===== config.mk =====
export PLATFORM = sky130hd
export DESIGN_NAME = phase_calc
export DESIGN_NICKNAME = d
export VERILOG_FILES = /design/src/rtl/phase_pkg.sv /design/src/rtl/phase_div_serial.sv /design/src/rtl/phase_calc.sv
export SDC_FILE = /design/constraint.sdc
export NUM_CORES = 1
export LEC_CHECK = 0
export BUFFER_PORTS_ARGS = -buffer_cell sky130_fd_sc_hd__buf_4
export CORE_MARGIN = 10
export CORE_UTILIZATION = 30
export CTS_CLUSTER_SIZE = 8
export DETAILED_ROUTE_END_ITERATION = 6
export PLACE_DENSITY = 0.48
export SLEW_MARGIN = 30
export SYNTH_ARGS = -nofsm -noshare
export SYNTH_HDL_FRONTEND = slang
export SYNTH_HIERARCHICAL = 1
export SYNTH_SLANG_ARGS = --single-unit

===== constraint.sdc =====
create_clock -name clk -period 11.4 [get_ports clk]
set_clock_uncertainty 0.1 [all_clocks]
set_input_delay 2.85 -clock clk [delete_from_list [all_inputs] [get_ports clk]]
set_output_delay 2.85 -clock clk [all_outputs]
set_load 0.005 [all_outputs]

===== src/rtl/phase_pkg.sv =====
// phase_pkg: shared constants and FSM encoding for the phase calculator
package phase_pkg;
  localparam int DEG_SCALE = 3600;
  localparam int DEG_HALF_MAX = 1799;
  localparam int DIV_W = 27;
  localparam int PER_W = 24;
  typedef enum logic [1:0] {IDLE, ACCUM, DIV, OUT} state_e;
endpackage


===== src/rtl/phase_div_serial.sv =====
// phase_div_serial: restoring divider, one quotient bit per clock, DIV_W iterations
module phase_div_serial #(
  parameter int DIV_W = phase_pkg::DIV_W,
  parameter int PER_W = phase_pkg::PER_W
) (
  input  logic             clk,
  input  logic             rst_n,
  input  logic             start,
  input  logic [PER_W-1:0] divisor,
  input  logic [DIV_W-1:0] dividend,
  output logic [DIV_W-1:0] quotient,
  output logic             done
);
  import phase_pkg::*;
  localparam int CW = $clog2(DIV_W);
  logic [PER_W-1:0] den;
  logic [PER_W-1:0] rem;
  logic [CW-1:0] cnt;
  logic run;
  logic [PER_W:0] trial;
  logic ge;
  // quotient doubles as the dividend shift register: dividend bits leave at the top as quotient bits enter at the bottom
  assign trial = {rem, quotient[DIV_W-1]};
  assign ge = trial >= {1'b0, den};
  always_ff @(posedge clk)
    if (!rst_n) begin
      den <= '0;
      rem <= '0;
      quotient <= '0;
      cnt <= '0;
      run <= 1'b0;
      done <= 1'b0;
    end else begin
      done <= 1'b0;
      if (start) begin
        den <= divisor;
        rem <= '0;
        quotient <= dividend;
        cnt <= '0;
        run <= 1'b1;
      end else if (run) begin
        rem <= ge ? PER_W'(trial - {1'b0, den}) : trial[PER_W-1:0];
        quotient <= {quotient[DIV_W-2:0], ge};
        cnt <= cnt + 1'b1;
        if (cnt == CW'(DIV_W - 1)) begin
          run <= 1'b0;
          done <= 1'b1;
        end
      end
    end
endmodule


===== src/rtl/phase_calc.sv =====
// phase_calc: averages XOR width samples, measures reference period, and
// converts the average width to phase in 0.1-degree units
module phase_calc #(
  parameter int AVG_LOG2 = 2,
  parameter int PER_W = phase_pkg::PER_W,
  parameter int DEG_SCALE = phase_pkg::DEG_SCALE
) (
  input  logic             clk,
  input  logic             rst_n,
  input  logic             in_signal1,
  input  logic             done_in,
  input  logic             sta_in,
  input  logic [14:0]      width_in,
  output logic [11:0]      phase_out,
  output logic             phase_vld,
  output logic [PER_W-1:0] period_out,
  output logic             busy,
  output logic             err
);
  import phase_pkg::*;
  localparam int AW = 15 + AVG_LOG2;
  logic [2:0] sync;
  logic rise;
  logic [PER_W-1:0] count;
  logic sat;
  logic [1:0] edges;
  logic period_valid;
  state_e state;
  logic done_q;
  logic ev;
  logic sta_last;
  logic [AW-1:0] acc;
  logic [AVG_LOG2:0] cnt;
  logic full;
  logic skip;
  logic div_start;
  logic div_done;
  logic [14:0] avg;
  logic [DIV_W-1:0] num;
  logic [DIV_W-1:0] quo;
  logic [11:0] q;
  // sync[1:0] is the synchroniser, sync[2] holds the previous synchronised value
  assign rise = sync[1] & ~sync[2];
  assign sat = &count;
  assign period_valid = edges[1];
  assign ev = done_in & ~done_q;
  assign full = cnt == (AVG_LOG2 + 1)'(1 << AVG_LOG2);
  assign skip = !period_valid || period_out == '0;
  assign div_start = state == ACCUM && full && !skip;
  assign avg = 15'(acc >> AVG_LOG2);
  assign num = DIV_W'(avg) * DIV_W'(DEG_SCALE);
  assign q = quo > DIV_W'(DEG_HALF_MAX) ? 12'(DEG_HALF_MAX) : quo[11:0];
  assign busy = state == DIV || state == OUT;
  assign phase_vld = state == OUT;
  always_ff @(posedge clk)
    if (!rst_n) begin
      sync <= '0;
      count <= '0;
      edges <= '0;
      period_out <= '0;
    end else begin
      sync <= {sync[1:0], in_signal1};
      if (rise) begin
        period_out <= sat ? count : count + 1'b1;
        count <= '0;
        edges <= edges[1] ? edges : edges + 1'b1;
      end else if (!sat) begin
        count <= count + 1'b1;
      end
    end
  always_ff @(posedge clk)
    if (!rst_n) begin
      state <= IDLE;
      done_q <= 1'b0;
      acc <= '0;
      cnt <= '0;
      sta_last <= 1'b0;
      phase_out <= '0;
      err <= 1'b0;
    end else begin
      done_q <= done_in;
      if (sat) err <= 1'b1;
      case (state)
        IDLE, ACCUM:
          if (full) begin
            acc <= '0;
            cnt <= '0;
            state <= skip ? IDLE : DIV;
            if (skip) err <= 1'b1;
          end else if (ev) begin
            acc <= acc + AW'(width_in);
            cnt <= cnt + 1'b1;
            sta_last <= sta_in;
            state <= ACCUM;
          end
        DIV:
          if (div_done) begin
            phase_out <= sta_last ? q : (q == '0 ? '0 : 12'(DEG_SCALE) - q);
            state <= OUT;
          end
        default: state <= IDLE;
      endcase
    end
  phase_div_serial #(.DIV_W(DIV_W), .PER_W(PER_W)) u_div (
    .clk(clk),
    .rst_n(rst_n),
    .start(div_start),
    .divisor(period_out),
    .dividend(num),
    .quotient(quo),
    .done(div_done)
  );
endmodule


Yosys cells after proc, flatten, opt, wreduce, memory -nomap -nowiden
Cells that the tools add are included.
Word-level totals
  input port bits: 20
  register bits after elaboration: 172
Cells by class
  add/sub/neg operators: 7
  $mul: 1
  muxes and demuxes: 25
  reduce and logical (&&, ||, !) cells: 21
  order comparisons: 2
  eq/ne operators: 7
  bitwise operators: 8
Operators by type and width (number)
  27-bit 2-to-1 mux: 2
  24-bit 2-to-1 mux: 2
  12-bit 2-to-1 mux: 3
  17-bit 2-to-1 mux: 2
  27-bit by 11-bit greater-than comparator with 1-bit output (second input constant): 1
  25-bit by 24-bit >= comparator with 1-bit output: 1
  24-bit by 1-bit adder with 24-bit output (second input constant): 1
  24-bit logical NOT: 1
  24-bit AND reduction: 1
  24-bit subtractor: 1
  15-bit by 8-bit multiplier with 23-bit output (second input constant): 1
  17-bit by 15-bit adder with 17-bit output: 1
  12-bit logical NOT: 1
  12-bit subtractor (first input constant): 1
  2-bit 2-to-1 mux: 5
  1-bit 2-to-1 mux: 8
  2-bit AND reduction: 4
  3-bit 2-to-1 mux: 2
  1-bit inverter: 6
  2-bit OR reduction: 3
  5-bit by 1-bit adder with 5-bit output (second input constant): 1
  5-bit == test (second input constant): 1
  2-bit == test (second input constant): 2
  2-bit one-hot mux with 2 select lines: 1
  other kinds (14): 19

Longest topological paths before layout
Gate-level depths: netlist (run 1).
  depth in word-level cells: 5
  mapped depth: 17
  mapped depth without buffers: 17

Hierarchy
Netlist (run 1), hierarchy kept.
By module, submodules not included
  phase_calc: cells each 711, sequential area each 1801.7 µm², times used 1, area an instance 6184.7 µm²
  phase_div_serial: cells each 575, sequential area each 1641.6 µm², times used 1, area an instance 4808.4 µm²

Worst setup path after synthesis (run 1)
No wires, ideal clock.
  kind: input to register
  start: in width_in[0]
  end: reg acc[10]
  data required time: 11.221 ns
  cell stages on the path: 8
  data arrival time: 4.530 ns
  slack: 6.692 ns
  path through: ha_1 fa_1 a211oi_1 o21a_1 o21ai_0 a31oi_1 nand4_1 o211ai_1
On the way
  longest elaborated chain between the ends: 3
RTL lines
  from (decl): RTL line phase_calc.sv:13  | input logic [14:0] width_in,
  17-bit by 15-bit adder with 17-bit output: RTL line phase_calc.sv:91  | acc <= acc + AW'(width_in);
  17-bit 2-to-1 mux: RTL line phase_calc.sv:90  | end else if (ev) begin
  17-bit 2-to-1 mux: RTL line phase_calc.sv:85  | if (full) begin
  to (signal assigned): RTL line phase_calc.sv:91
  to (decl): RTL line phase_calc.sv:32  | logic [AW-1:0] acc;
No other way between the ends. The select of a mux whose other input is x is not followed.
A chain may end at the register's enable or synchronous reset.

Worst setup path in the final report (run 1)
Same ends and word-level chain as after synthesis.

==> results of run 1 <==
## cell type report
| cell class | instances | area share |
|---|---|---|
| Clock buffer | 19 | 0.0356 |
| Tap cell | 468 | 0.0470 |
| Inverter | 72 | 0.0217 |
| Sequential cell | 172 | 0.277 |
| Timing Repair Buffer | 62 | 0.0384 |
| Clock inverter | 13 | 0.0125 |
| Multi-Input combinational cell | 987 | 0.568 |
## through the flow
step,total power [mW],setup WS (ns),utilization
global placement,0.891,6.34,0.326
floorplan,0.830,6.69,-
global route,1.57,6.51,0.343
finish,1.48,6.73,0.343
detailed placement,0.893,6.32,0.326
CTS,1.50,6.76,0.343
## cell usage in the layout, fill, tap and decap left out, drive strengths merged, types with 11 or more instances in the layout
master,netlist,layout
xor2,26,26
a31oi,19,19
mux2i,53,53
fa,24,24
a21o,18,18
o21a,12,12
nor2b,47,47
dfxtp,172,172
nand3,26,26
o21ai,107,107
a22oi,11,11
ha,103,103
nor3,20,20
clkbuf,51,19
a21oi,53,53
and2,33,33
nor4,15,15
nor2,82,82
nand4,20,20
nand2b,13,13
inv,72,79
a211oi,18,18
xnor2,45,45
buf,7,62
nand2,122,122
nor3b,11,11
## registers in the layout, indices dropped and copies added, names as in the netlist
signal          flops
edges               2
u_div/done          1
cnt                 3
done_q              1
sta_last            1
err                 1
acc                17
period_out         24
phase_out          12
u_div/run           1
u_div/cnt           5
u_div/quotient     27
state               2
count              24
u_div/rem          24
u_div/den          24
sync                3
## Yosys cell counts, drive strengths merged (12+ instances only)
library cell	count	share of area
a21o	18	0.012
mux2i	53	0.048
ha	103	0.12
nor2b	47	0.027
nor2	82	0.028
and2	33	0.019
nand2	122	0.042
nand3	26	0.012
clkbuf	51	0.017
dfxtp	172	0.31
o21a	12	0.0082
nand4	20	0.012
fa	24	0.044
a31oi	19	0.011
nor3	20	0.0096
o21ai	107	0.049
xnor2	45	0.036
a211oi	18	0.013
nand2b	13	0.0074
nor4	15	0.0091
a21oi	53	0.024
inv	72	0.025
xor2	26	0.021
## power groups by stage
| stage | combinational (mW) | clock, mW | sequential (mW) |
|---|---|---|---|
| 6_report | 0.248 | 0.603 | 0.627 |
| 5_1_grt | 0.294 | 0.644 | 0.629 |
| 4_1_cts | 0.254 | 0.622 | 0.627 |
| 3_5_place_dp | 0.251 | 0 | 0.641 |
| 3_3_place_gp | 0.249 | 0 | 0.641 |
| 2_1_floorplan | 0.196 | 0 | 0.633 |
## final timing paths
kind,cells past startpoint,end,start
max reg2reg,17,u_div/quotient[25],acc[3]
min,1,sync[1],sync[0]
max,9,acc[10],width_in[0]
min reg2reg,1,sync[1],sync[0]
## logic make-up (layout without fill, tap and decap cells)
family,count (synthesis),in the layout,synth area share
buf+inv,130,166,0.0453
other cells,1,4,0.000341
compound gates,299,299,0.172
xor+xnor,71,71,0.0566
fa+ha+maj,127,127,0.161
flops,172,172,0.313
mux,54,54,0.0493
simple gates,432,432,0.202
## metal layers
layer | vias up | GRT usage | wire length (um)
li1 | 4596 | - | -
met1 | 4246 | 0.175 | 14400
met2 | 103 | 0.193 | 12100
met3 | 21 | 0.0217 | 730
met4 | 0 | 0.0402 | 426
met5 | - | 0 | 0
==> flow_summary.json, run 1 <==
{
  "yosys_warnings": 6,
  "core_area_um2": 36300,
  "final.min_clock_period_ns": 4.67,
  "synthCells": 1286,
  "r2r_slack_ns": 6.82,
  "worst-path-max-fanout": 4,
  "ys_types": 75,
  "cts.sinks": 172,
  "grt_pass1_vias": 8875,
  "place.port_buffers": 58,
  "maxCapViolCount": 0,
  "status": "finished, final reports clean",
  "startpoint_type": "input pin",
  "holdWs_ns": 0.338,
  "fp-row-count": 70,
  "fin_area_um2": 12500,
  "die_y_um": 211,
  "power_leakage_nw": 5.02,
  "setup.worst_path.end_class": "register",
  "cts_hold_buf": 0,
  "grt_usage": 0.126,
  "drc": 0,
  "slowest_delay_ns": 0.46,
  "drv_slew": 0,
  "num_vias": 8966,
  "grt.overflow.total": 0,
  "critical_path_class": "input pin to register",
  "post_dp_cell_area_um2": 11900,
  "die_x_um": 211,
  "cts_buffer_depth": 2,
  "arrival_ns": 4.93,
  "async_flop_share": 0,
  "cts_tree": "built",
  "seq_area_um2": 3450,
  "cts_buffers": 17,
  "vias_per_cell": 5.00,
  "fin_cells": 1793,
  "clk_latency_ns": 0.44,
  "path_cells": "buf_4 -> ha_1 -> fa_1 -> a211oi_1 -> o21a_1 -> o21ai_0 -> a31oi_1 -> nand4_1 -> o211ai_1",
  "grt_max_degree": 80,
  "fin_nets": 1459,
  "grt_pass1_wl_um": 46100,
  "critical-path-slowest-cell": "a211oi_1",
  "p_switching_mw": 0.422,
  "synthToLayoutAreaGrowth_pct": 13.3,
  "finalCritPeriodShare": 0.410,
  "multi_input_area_um2": 7080,
  "drt_iter0_markers": 441,
  "synth_flop_cell": "dfxtp_1",
  "fillerInstances": 3762,
  "start_util": 0.302,
  "hpwl_um": 20400,
  "placed_cells": 1761,
  "crit_buf_inv": 1,
  "drtAntennaViolNets": 0,
  "final-setup-viol-count": 0,
  "post_cts_buffers": 0,
  "antenna_found_initial": 0,
  "timing.fmax_mhz": 214,
  "peakVddDrop_v": 0.0000942,
  "synth_area_um2": 11000,
  "wl_per_cell_um": 15.4,
  "avgSynthCellArea_um2": 8.55,
  "tightest_slew_ns": 0.946,
  "ys_seq_area_frac": 0.313,
  "ys_seq_elements": 172,
  "clk_root_buffer_cell": "clkbuf_16",
  "firstDrtPassIters": 5,
  "clockPowerShare": 0.408,
  "pwr-share-comb": 0.168,
  "rsz0062_at_grt": "no",
  "synth-edff-count": 0,
  "powerDensity_nw_per_um2": 119,
  "seqPwrFrac": 0.424,
  "path_clk_slew_ns": 0.07,
  "gp_congestion": 0.844,
  "path_delay_family": "compound AO/OA/AOI/OAI gates",
  "cts-htree-levels": 4,
  "cts_resized": 0,
  "relSlewSlack": 0.369,
  "setup_tns_ns": 0,
  "diodes": 0,
  "drt-total-wl_um": 27600,
  "drive_gt1_frac": 0.0921,
  "worst-endpoint-required_ns": 11.66,
  "final_hold_viol_count": 0,
  "intPower_mw": 1.06,
  "hold_path_class": "register to register",
  "die-area_um2": 44700,
  "p_sw_frac": 0.286,
  "io_pins": 59
}
Note: power is estimated with default switching activity, not from simulation.
==> run 2, diff against run 1 <==
PLACE_DENSITY = 0.5   (was 0.48)
clock period = 4.2 ns   (was 11.4 ns; I/O delays follow)
==> run 2 against run 1 <==
Core utilization is 0.82 points higher. Highest routed layer unchanged. Non-clock buffer count increased by 25. Total power grew to 2.8 times the previous value. Critical endpoint is now u_div/quotient[25]. Routed wire length increased by 0.51%. Largest cell class unchanged. Largest power group is now clock. Die area did not move.
==> flow_summary.json, run 2 (synthesis gave the netlist of run 1 again) <==
{
  "status": "finished, final reports clean",
  "largest_reg_flops": 27,
  "cts_buffer_depth": 2,
  "cts_buffers": 17,
  "finalCritPeriodShare": 0.950,
  "relSlewSlack": 0.437,
  "grt.overflow.total": 0,
  "io_pins": 59,
  "synthToLayoutAreaGrowth_pct": 16.0,
  "fin_cells": 1817,
  "drtAntennaViolNets": 0,
  "firstDrtPassIters": 5,
  "utilization": 0.351,
  "worst_r2r_path_depth": 16,
  "drc": 0,
  "post_cts_buffers": 0,
  "holdWs_ns": 0.326,
  "grt_usage": 0.127,
  "start_util": 0.302,
  "die-area_um2": 44700,
  "powerDensity_nw_per_um2": 328,
  "r2r-start": "acc[4]",
  "fin_nets": 1484,
  "maxCapViolCount": 0,
  "cts_tree": "built",
  "power_leakage_nw": 5.16,
  "fin_ws_ns": 0.210,
  "drive_gt1_frac": 0.119,
  "peakVddDrop_v": 0.000281,
  "drt_iter0_markers": 541,
  "fin_area_um2": 12800,
  "vias_per_cell": 4.96,
  "layout_commonest_cell": "dfxtp_1",
  "final.min_clock_period_ns": 3.99,
  "setup_tns_ns": 0,
  "path_clk_slew_ns": 0.07,
  "rsz0062_at_grt": "yes",
  "num_vias": 9020,
  "grt_max_degree": 59,
  "grt_pass1_wl_um": 46400,
  "setup.worst_path.end_class": "register",
  "r2r_slack_ns": 0.21,
  "worst-endpoint-required_ns": 4.48,
  "gp_congestion": 0.861,
  "final_hold_viol_count": 0,
  "clk_latency_ns": 0.44,
  "fp-row-count": 70,
  "diodes": 0,
  "wl_per_cell_um": 15.3,
  "cts-htree-levels": 4,
  "p_total_mw": 4.18,
  "crit_end": "u_div/quotient[25]",
  "tightest_slew_ns": 0.836,
  "dp_slack_ns": 0.0401,
  "clk_root_buffer_cell": "clkbuf_16",
  "layout_common_cells": "171 x dfxtp_1, 122 x nand2_1, 104 x o21ai_0",
  "timing.fmax_mhz": 251,
  "top_register": "u_div/quotient",
  "die_y_um": 211,
  "placed_cells": 1785,
  "cts.sinks": 172,
  "critical_path_class": "register to register",
  "die_x_um": 211,
  "r2r-end": "u_div/quotient[25]",
  "hold_path_class": "register to register",
  "worst-path-max-fanout": 4,
  "final-setup-viol-count": 0,
  "hold_start": "sync[0]",
  "place.port_buffers": 58,
  "post_dp_cell_area_um2": 12000,
  "antenna_found_initial": 0,
  "arrival_ns": 4.27,
  "crit_path_start": "acc[4]",
  "hpwl_um": 20800,
  "drt-total-wl_um": 27700,
  "core_area_um2": 36300,
  "grt_pass1_vias": 8945,
  "startpoint_type": "register",
  "drv_slew": 0
}
==> run 2: cell count changes in the layout (fill, tap and decap cells not counted), sizes merged <==
cell	before	now
bufinv	2	3
clkbuf	19	18
buf	62	87
inv	79	78
==> run 2: worst max-delay path, cell delays in order, from the launching register on <==
cell,delay [ns]
dfxtp_1,0.34
inv_2,0.07
fa_1,0.52
inv_1,0.04
ha_1,0.30
fa_1,0.57
ha_4,0.23
ha_4,0.24
nor2b_1,0.14
o31a_1,0.28
o21ai_2,0.17
a21oi_2,0.10
or3b_2,0.48
o311ai_1,0.10
nand2_1,0.08
o21ai_0,0.07
and2_1,0.13
==> run 2: power breakdown <==
group / leakage [nW] / internal [mW] / switching (mW)
Combinational: 3.47 / 0.366 / 0.430
Sequential: 1.39 / 1.65 / 0.0259
Clock: 0.297 / 0.983 / 0.721
==> run 2: worst min-delay path by stage <==
stage | to | slack (ns) | cells after the start
floorplan | sync[1] | 0.31 | 1
global placement | sync[1] | 0.32 | 1
detailed placement | sync[1] | 0.32 | 1
CTS | sync[1] | 0.33 | 1
global route | sync[1] | 0.34 | 1
finish | sync[1] | 0.33 | 1
==> run 2: area by class of cell <==
type | count | area [um^2]
clock buffer | 18 | 450
multi-input combinational | 987 | 7170
clock inverter | 13 | 176
timing repair buffer | 87 | 661
fill | 3740 | 23600
sequential | 172 | 3450
inverter | 72 | 270
tap | 468 | 586
==> run 2: routing by layer <==
layer	vias to the layer above	part of all wire	global-route usage
met2	95	0.45	0.202
li1	4628	-	-
met3	24	0.024	0.0225
met1	4273	0.51	0.172
met5	-	0	0
met4	0	0.014	0.0357
==> run 2: timing repair <==
item                                    in CTS  in global routing
endpoints found under the setup margin       0                  6
resized for setup                            0                 18
hold buffers                                 0                  0
